===== src/rtl/bytecode_pkg.sv =====
// Shared constants and state encoding for the bytecode machine sequencer.
package bytecode_pkg;

    localparam int unsigned DEF_ADDR_W = 10;
    localparam int unsigned DEF_DATA_W = 8;
    localparam int unsigned DEF_OP_W   = 6;

    localparam logic [7:0] OPC_UNARY  = 8'h01;
    localparam logic [7:0] OPC_BINARY = 8'h02;
    localparam logic [7:0] OPC_HALT   = 8'hFF;

    typedef enum logic [2:0] {
        S_IDLE,
        S_F_OPC,
        S_F_OP,
        S_F_A,
        S_F_B,
        S_EXEC,
        S_HALT,
        S_ERR
    } state_t;

endpackage


===== src/rtl/bytecode_sequencer.sv =====
// Fetch/decode/execute controller: pulls bytecode bytes over a req/valid
// handshake, loads ALU op/operand registers and captures the ALU result.
module bytecode_sequencer
    import bytecode_pkg::*;
#(
    parameter int unsigned ADDR_W = DEF_ADDR_W,
    parameter int unsigned DATA_W = DEF_DATA_W,
    parameter int unsigned OP_W   = DEF_OP_W
) (
    input  logic              clk,
    input  logic              reset,
    input  logic              start,
    output logic              mem_req,
    output logic [ADDR_W-1:0] mem_addr,
    input  logic [DATA_W-1:0] mem_rdata,
    input  logic              mem_valid,
    output logic [OP_W-1:0]   alu_op,
    output logic [DATA_W-1:0] alu_a,
    output logic [DATA_W-1:0] alu_b,
    input  logic [DATA_W-1:0] alu_result,
    output logic [DATA_W-1:0] result,
    output logic              result_valid,
    output logic              running,
    output logic              halted,
    output logic              error
);

    state_t              r_state;
    logic [ADDR_W-1:0]   r_pc;
    logic                r_mem_req;
    logic                r_binary;
    logic [OP_W-1:0]     r_alu_op;
    logic [DATA_W-1:0]   r_alu_a;
    logic [DATA_W-1:0]   r_alu_b;
    logic [DATA_W-1:0]   r_result;
    logic                r_result_valid;
    logic                r_running;
    logic                r_halted;
    logic                r_error;

    logic                w_capture;

    // A byte is taken only while a request is outstanding.
    assign w_capture = r_mem_req && mem_valid;

    always_ff @(posedge clk or posedge reset) begin
        if (reset) begin
            r_state        <= S_IDLE;
            r_pc           <= '0;
            r_mem_req      <= 1'b0;
            r_binary       <= 1'b0;
            r_alu_op       <= '0;
            r_alu_a        <= '0;
            r_alu_b        <= '0;
            r_result       <= '0;
            r_result_valid <= 1'b0;
            r_running      <= 1'b0;
            r_halted       <= 1'b0;
            r_error        <= 1'b0;
        end else begin
            r_result_valid <= 1'b0;
            case (r_state)
                S_IDLE, S_HALT, S_ERR: begin
                    if (start) begin
                        r_state   <= S_F_OPC;
                        r_pc      <= '0;
                        r_mem_req <= 1'b1;
                        r_running <= 1'b1;
                        r_halted  <= 1'b0;
                        r_error   <= 1'b0;
                    end
                end
                S_F_OPC: begin
                    if (w_capture) begin
                        r_pc <= r_pc + ADDR_W'(1);
                        if (mem_rdata == DATA_W'(OPC_UNARY) ||
                            mem_rdata == DATA_W'(OPC_BINARY)) begin
                            r_binary <= (mem_rdata == DATA_W'(OPC_BINARY));
                            r_state  <= S_F_OP;
                        end else if (mem_rdata == DATA_W'(OPC_HALT)) begin
                            r_state   <= S_HALT;
                            r_mem_req <= 1'b0;
                            r_running <= 1'b0;
                            r_halted  <= 1'b1;
                        end else begin
                            r_state   <= S_ERR;
                            r_mem_req <= 1'b0;
                            r_running <= 1'b0;
                            r_error   <= 1'b1;
                        end
                    end
                end
                S_F_OP: begin
                    if (w_capture) begin
                        r_pc     <= r_pc + ADDR_W'(1);
                        r_alu_op <= mem_rdata[OP_W-1:0];
                        r_state  <= S_F_A;
                    end
                end
                S_F_A: begin
                    if (w_capture) begin
                        r_pc    <= r_pc + ADDR_W'(1);
                        r_alu_a <= mem_rdata;
                        if (r_binary) begin
                            r_state <= S_F_B;
                        end else begin
                            r_alu_b   <= '0;
                            r_state   <= S_EXEC;
                            r_mem_req <= 1'b0;
                        end
                    end
                end
                S_F_B: begin
                    if (w_capture) begin
                        r_pc      <= r_pc + ADDR_W'(1);
                        r_alu_b   <= mem_rdata;
                        r_state   <= S_EXEC;
                        r_mem_req <= 1'b0;
                    end
                end
                S_EXEC: begin
                    r_result       <= alu_result;
                    r_result_valid <= 1'b1;
                    r_state        <= S_F_OPC;
                    r_mem_req      <= 1'b1;
                end
                default: begin
                    r_state   <= S_IDLE;
                    r_mem_req <= 1'b0;
                    r_running <= 1'b0;
                end
            endcase
        end
    end

    assign mem_req      = r_mem_req;
    assign mem_addr     = r_pc;
    assign alu_op       = r_alu_op;
    assign alu_a        = r_alu_a;
    assign alu_b        = r_alu_b;
    assign result       = r_result;
    assign result_valid = r_result_valid;
    assign running      = r_running;
    assign halted       = r_halted;
    assign error        = r_error;

endmodule

===== config.mk =====
export PLATFORM = sky130hd
export DESIGN_NAME = bytecode_sequencer
export DESIGN_NICKNAME = d
export VERILOG_FILES = /design/src/rtl/bytecode_pkg.sv /design/src/rtl/bytecode_sequencer.sv
export SDC_FILE = /design/constraint.sdc
export NUM_CORES = 1
export LEC_CHECK = 0
export CORE_MARGIN = 2
export CORE_UTILIZATION = 40
export DETAILED_ROUTE_END_ITERATION = 8
export PLACE_DENSITY = 0.72
export SYNTH_ARGS = -nofsm -noshare
export SYNTH_HDL_FRONTEND = slang
export SYNTH_SLANG_ARGS = --single-unit

===== constraint.sdc =====
create_clock -name clk -period 1.6 [get_ports clk]
set_input_delay 0.32 -clock clk [delete_from_list [all_inputs] [get_ports clk]]
set_output_delay 0.32 -clock clk [all_outputs]
set_load 0.01 [all_outputs]

* Word level (Yosys, flattened, before mapping) *
Index checks and enable logic that the tools add are counted.

word-level totals
  bits in registers = 49
  input port bits = 20
  output and inout bits = 45
  logic and storage cells = 86

operators by class
  add/subtract/negate cells = 1
  equal/unequal tests = 20
  multiplexer cells = 34
  reductions and logical operators = 19

operators with widths
  cell                   count
  $mux 8                 3
  $mux 10                2
  $pmux 10 s2            1
  $mux 3                 6
  $ne 2x2->1 const B     9
  $pmux 3 s6             1
  $mux 1                 16
  $pmux 8 s2             1
  $reduce_and 5->1       3
  $eq 3x3->1 const B     4
  $add 10x1->10 const B  1
  $eq 8x1->1 const B     1
  $eq 8x2->1 const B     1
  $eq 8x8->1 const B     1
  $reduce_and 4->1       2
  $reduce_and 7->1       1
  $eq 3x2->1 const B     2
  $pmux 1 s2             3
  $reduce_and 3->1       2
  $reduce_bool 2->1      3
  $pmux 1 s5             1
  $reduce_bool 5->1      1
  $reduce_and 2->1       2
  $reduce_or 4->1        1
  6 further kinds        6

* Depth between registers and ports, before layout *
  depth in word-level cells = 5
  mapped depth = 7
  gate-level depth less buffers = 5

* Worst setup path before layout *
No wires, ideal clock.

  path type = register to register
  from = reg r_state[2]
  to = reg r_alu_b[0], in the netlist alu_b[0]
  arrival = 1.571 ns
  required time = 1.479 ns
  path slack = -0.092 ns
  cell stages (with the launch flop) = 8
  path buffers = 2
  period minus slack after synthesis = 1.692 ns
  cells stage by stage = dfrtp_1 > buf_2 > or2b_1 > or3_1 > buf_4 > nor2_2 > nor2_2 > a22o_1

on the way
  word-level cells in the longest chain between the ends = 3
  elaborated cells between the ends (all ways) = 8
  classes of those cells = eq/ne (5); mux (1); reduce/logical (2)

ends and longest elaborated chain
  element                                                           RTL line                   source
  from (decl)                                                       bytecode_sequencer.sv:28   state_t r_state;
  from (signal assigned)                                            bytecode_sequencer.sv:48   r_state <= S_IDLE;
  from (signal assigned)                                            bytecode_sequencer.sv:65   r_state <= S_F_OPC;
  from (signal assigned)                                            bytecode_sequencer.sv:79   r_state <= S_F_OP;
  $eq 3x2->1 or $eq 3x3->1 (tied branches)                          bytecode_sequencer.sv:62   case (r_state)
  $ne 2x2->1 (no source line) or $reduce_bool 2->1 (tied branches)  n/a
  $reduce_and 4->1 (no source line)                                 n/a
  to (signal assigned)                                              bytecode_sequencer.sv:116  r_alu_b <= mem_rdata;
  to (decl)                                                         bytecode_sequencer.sv:34   logic [DATA_W-1:0] r_alu_b;

Parallel ways exist; a longest one is shown, timed or not.
A chain may end at the register's enable or synchronous reset.

* Worst setup path after layout *
  from = reg r_state[0]
  to = reg r_pc[9], in the netlist mem_addr[9]

on the way
  word-level cells in the longest chain between the ends = 4
  elaborated cells between the ends (all ways) = 14
  classes of those cells = eq/ne (8); mux (1); reduce/logical (5)

ends and longest elaborated chain
  element                                                              RTL line                   source
  $eq 3x3->1, or another cell as far along                             bytecode_sequencer.sv:62
  $reduce_or 4->1 (no source line) or $reduce_or 3->1 (tied branches)  n/a
  $ne 2x1->1 (no source line), or another cell as far along            n/a
  $reduce_and 3->1 (no source line)                                    n/a
  to (signal assigned)                                                 bytecode_sequencer.sv:75   r_pc <= r_pc + ADDR_W'(1);
  to (signal assigned)                                                 bytecode_sequencer.sv:95   r_pc <= r_pc + ADDR_W'(1);
  to (signal assigned)                                                 bytecode_sequencer.sv:102  r_pc <= r_pc + ADDR_W'(1);
  to (decl)                                                            bytecode_sequencer.sv:29   logic [ADDR_W-1:0] r_pc;

Parallel ways exist; a longest one is shown, timed or not.

==> results.cfg <==
[status]
status = finished, violations left
violations = setup timing

[setup_path]
cp-end-kind = flop
crit_chain = or3b_4, a32oi_4, nand4_1, xor2_1, nor2_1
slowest_stage = dfrtp_2
path_max_fanout = 6
critPathTopFamily = simple AND/OR/NAND/NOR gates
worst_ep_arrival_time_ps = 1900
crit_type = reg2reg
cp_slowest_stage_delay_ps = 450
path_buf_inv = 0
crit_required_ps = 1830
start_kind = flop

[clocking]
cts_tree = done
clk_latency_ps = 300
clock_sinks = 49
numCtsBuffers = 5
cts_buffer_depth = 2
cts.clk_slew.worst_paths_ps = 90
cts_max_level = 2
root_buffer = clkbuf_8

[pwr]
peakVddDrop_mv = 0.654
leakage_nw = 1.75
powerDensity_mw_per_mm2 = 1140
finalPower_mw = 4.14

[route]
vias_per_cell = 5.13
drtPass1Iterations = 4
num_vias = 1951
ant_nets = 0
drc = 0
drt_wl_total_um = 5990
wire_per_inst_um = 15.8
dr.first_iter.drc_count = 145

[layout]
fin_nets = 328
layout-drive-gt1-share_pct = 31.5
antenna_cells = 0
area_growth_pct = 59.3
regArea_sq_mm = 0.00123
fillers = 430
fin_util_pct = 65.8
multi_input_area_sq_mm = 0.00111
final_cell_count_no_fill = 380

[timing]
maxSlewViolCount = 0
min_period_ps = 1670
timing.final.hold_violations = 0
fin_skew_ps = 7.10
holdWs_ps = 368
period_share_pct = 104
setup_viol = 19
rsz0062_at_grt = true
layout_setup_ws_ps = -70.7
fmax_mhz = 599
slew_headroom_pct = 72.9
tightest_slew_ps = 404

[synthesis]
synth_cell_type_count = 46
synth_area_per_cell_sq_um = 11.5
synth_cells = 197
synth_edf_count = 0
async_flop_share_pct = 100
ys_seq_area_share_pct = 53.9
postSynthNetCount = 218
yosys_warnings = 0
synth_area_sq_mm = 0.00227
ys_ff_latch = 49
synthFlopType = dfrtp_1

[placement]
port_buffers = 64
place.gp.congestion = 0.792
hpwl_um = 4000
dp.cells = 364

[grt]
grt_max_degree = 50
grt_pass1_vias = 2044
antenna_found_initial = 0
grtUsageTotal_pct = 19.6
grt_pass1_wl_um = 9830
gr-total-overflow = 0

[floorplan]
die_x_um = 79.4
core_sq_mm = 0.00551
die-area_sq_mm = 0.00630
rows = 27
io_pins = 65
die_y_um = 79.4
start_util_pct = 41.3

[run]
cap_violations = 0

[min_path]
hold_path.class = in2async
[layer usage]
layer  share of wire, %  track usage, %  vias to the layer above  routed length (um)
met4                1.7            5.86                        0                 101
li1                   -               -                      930                   -
met1                 44            26.7                      951                2650
met5                  0               0                        -                   0
met2                 49            31.5                       60                2950
met3                4.9            4.30                       10                 295
[final cells by class]
class / count / area share [%]
sequential: 49 / 33.9
multi-input combinational: 136 / 30.8
tap: 72 / 2.49
clock buffer: 5 / 1.90
clock inverter: 3 / 1.80
timing repair buffer: 109 / 28.4
inverter: 6 / 0.725
[final timing paths]
path	from	end	depth (start not counted)	slack (ps)
hold / removal	reset	mem_addr[5]$_DFFE_PP0P_	3	370
min in group clk	alu_b[2]$_DFFE_PP0P_	alu_b[2]$_DFFE_PP0P_	1	500
setup reg to reg	r_state[0]$_DFFE_PP0P_	mem_addr[9]$_DFFE_PP0P_	5	-70
max in group asynchronous	reset	r_state[0]$_DFFE_PP0P_	3	1000
setup / recovery	r_state[0]$_DFFE_PP0P_	mem_addr[9]$_DFFE_PP0P_	5	-70
hold reg to reg	alu_b[2]$_DFFE_PP0P_	alu_b[2]$_DFFE_PP0P_	1	500
[registers in the layout, indices dropped and copies added (netlist names), 3 cells and up]
| name | cells |
|---|---|
| result | 8 |
| r_state | 3 |
| alu_a | 8 |
| mem_addr | 10 |
| alu_b | 8 |
| alu_op | 6 |
[report_power, final]
| group | switching (mW) | internal (mW) |
|---|---|---|
| clock network | 0.410 | 0.621 |
| registers | 0.157 | 1.50 |
| logic | 0.550 | 0.900 |
[repair_timing]
action                                 in CTS  in global routing
pin swaps                                  14                 12
setup endpoints to repair                  22                 50
buffers inserted                            3                  4
endpoints found under the hold margin       0                  0
hold buffers                                0                  0
cloned                                      1                  0
resized for setup                          22                 22
[cell usage in the layout (no fill, tap or decap), types with 3 or more instances in the layout]
cell type / count
mux2_2: 14
buf_12: 3
nand4_1: 7
buf_4: 40
mux2_4: 8
clkbuf_8: 5
nor3_1: 5
dlygate4sd2_1: 6
nor2_1: 13
nand3_1: 3
a22o_1: 8
o21ai_0: 8
dfrtp_1: 47
and2_1: 5
dlymetal6s2s_1: 5
xor2_1: 9
nand2_1: 11
clkdlybuf4s50_1: 53
inv_1: 4
[cell families after synthesis]
group                    share of synthesized area, %
AND/OR/NAND/NOR                                  16.2
flip-flops                                       53.9
AO/OA/AOI/OAI                                    10.9
multiplexers                                     11.3
buffers and inverters                            2.81
XOR/XNOR                                         4.24
adder cells (fa/ha/maj)                         0.550
[worst reg2reg max path: stages (launching register included)]
cell     delay (ps)
dfrtp_2         450
or3b_4          430
a32oi_4         250
nand4_1         170
xor2_1          180
nor2_1          100
[through the flow]
step	setup WS, ps	TNS [ps]	area (sq um)
after floorplan	-78.7	-813	2290
after global placement	-404	-12190	3280
after detailed placement	-467	-13050	3280
after CTS	-92.8	-306	3500
after global routing	-145	-2200	3620
final	-70.7	-641	3620
[synthesized netlist by cell type (4+ instances only)]
cell type  number  area share (%)
nor2_1         15             2.5
nand4_1         7             1.9
a22o_1          8             3.1
inv_1           6            0.99
mux2_1          8             4.0
nand3_1         4            0.88
o21ai_0         8             1.8
xor2_1          9             3.5
nand2_1        11             1.8
mux2_2         14             6.9
and2_1          5             1.4
dfrtp_1        49              54
nor3_1          6             1.3
Power figures use the tool's default switching activity.
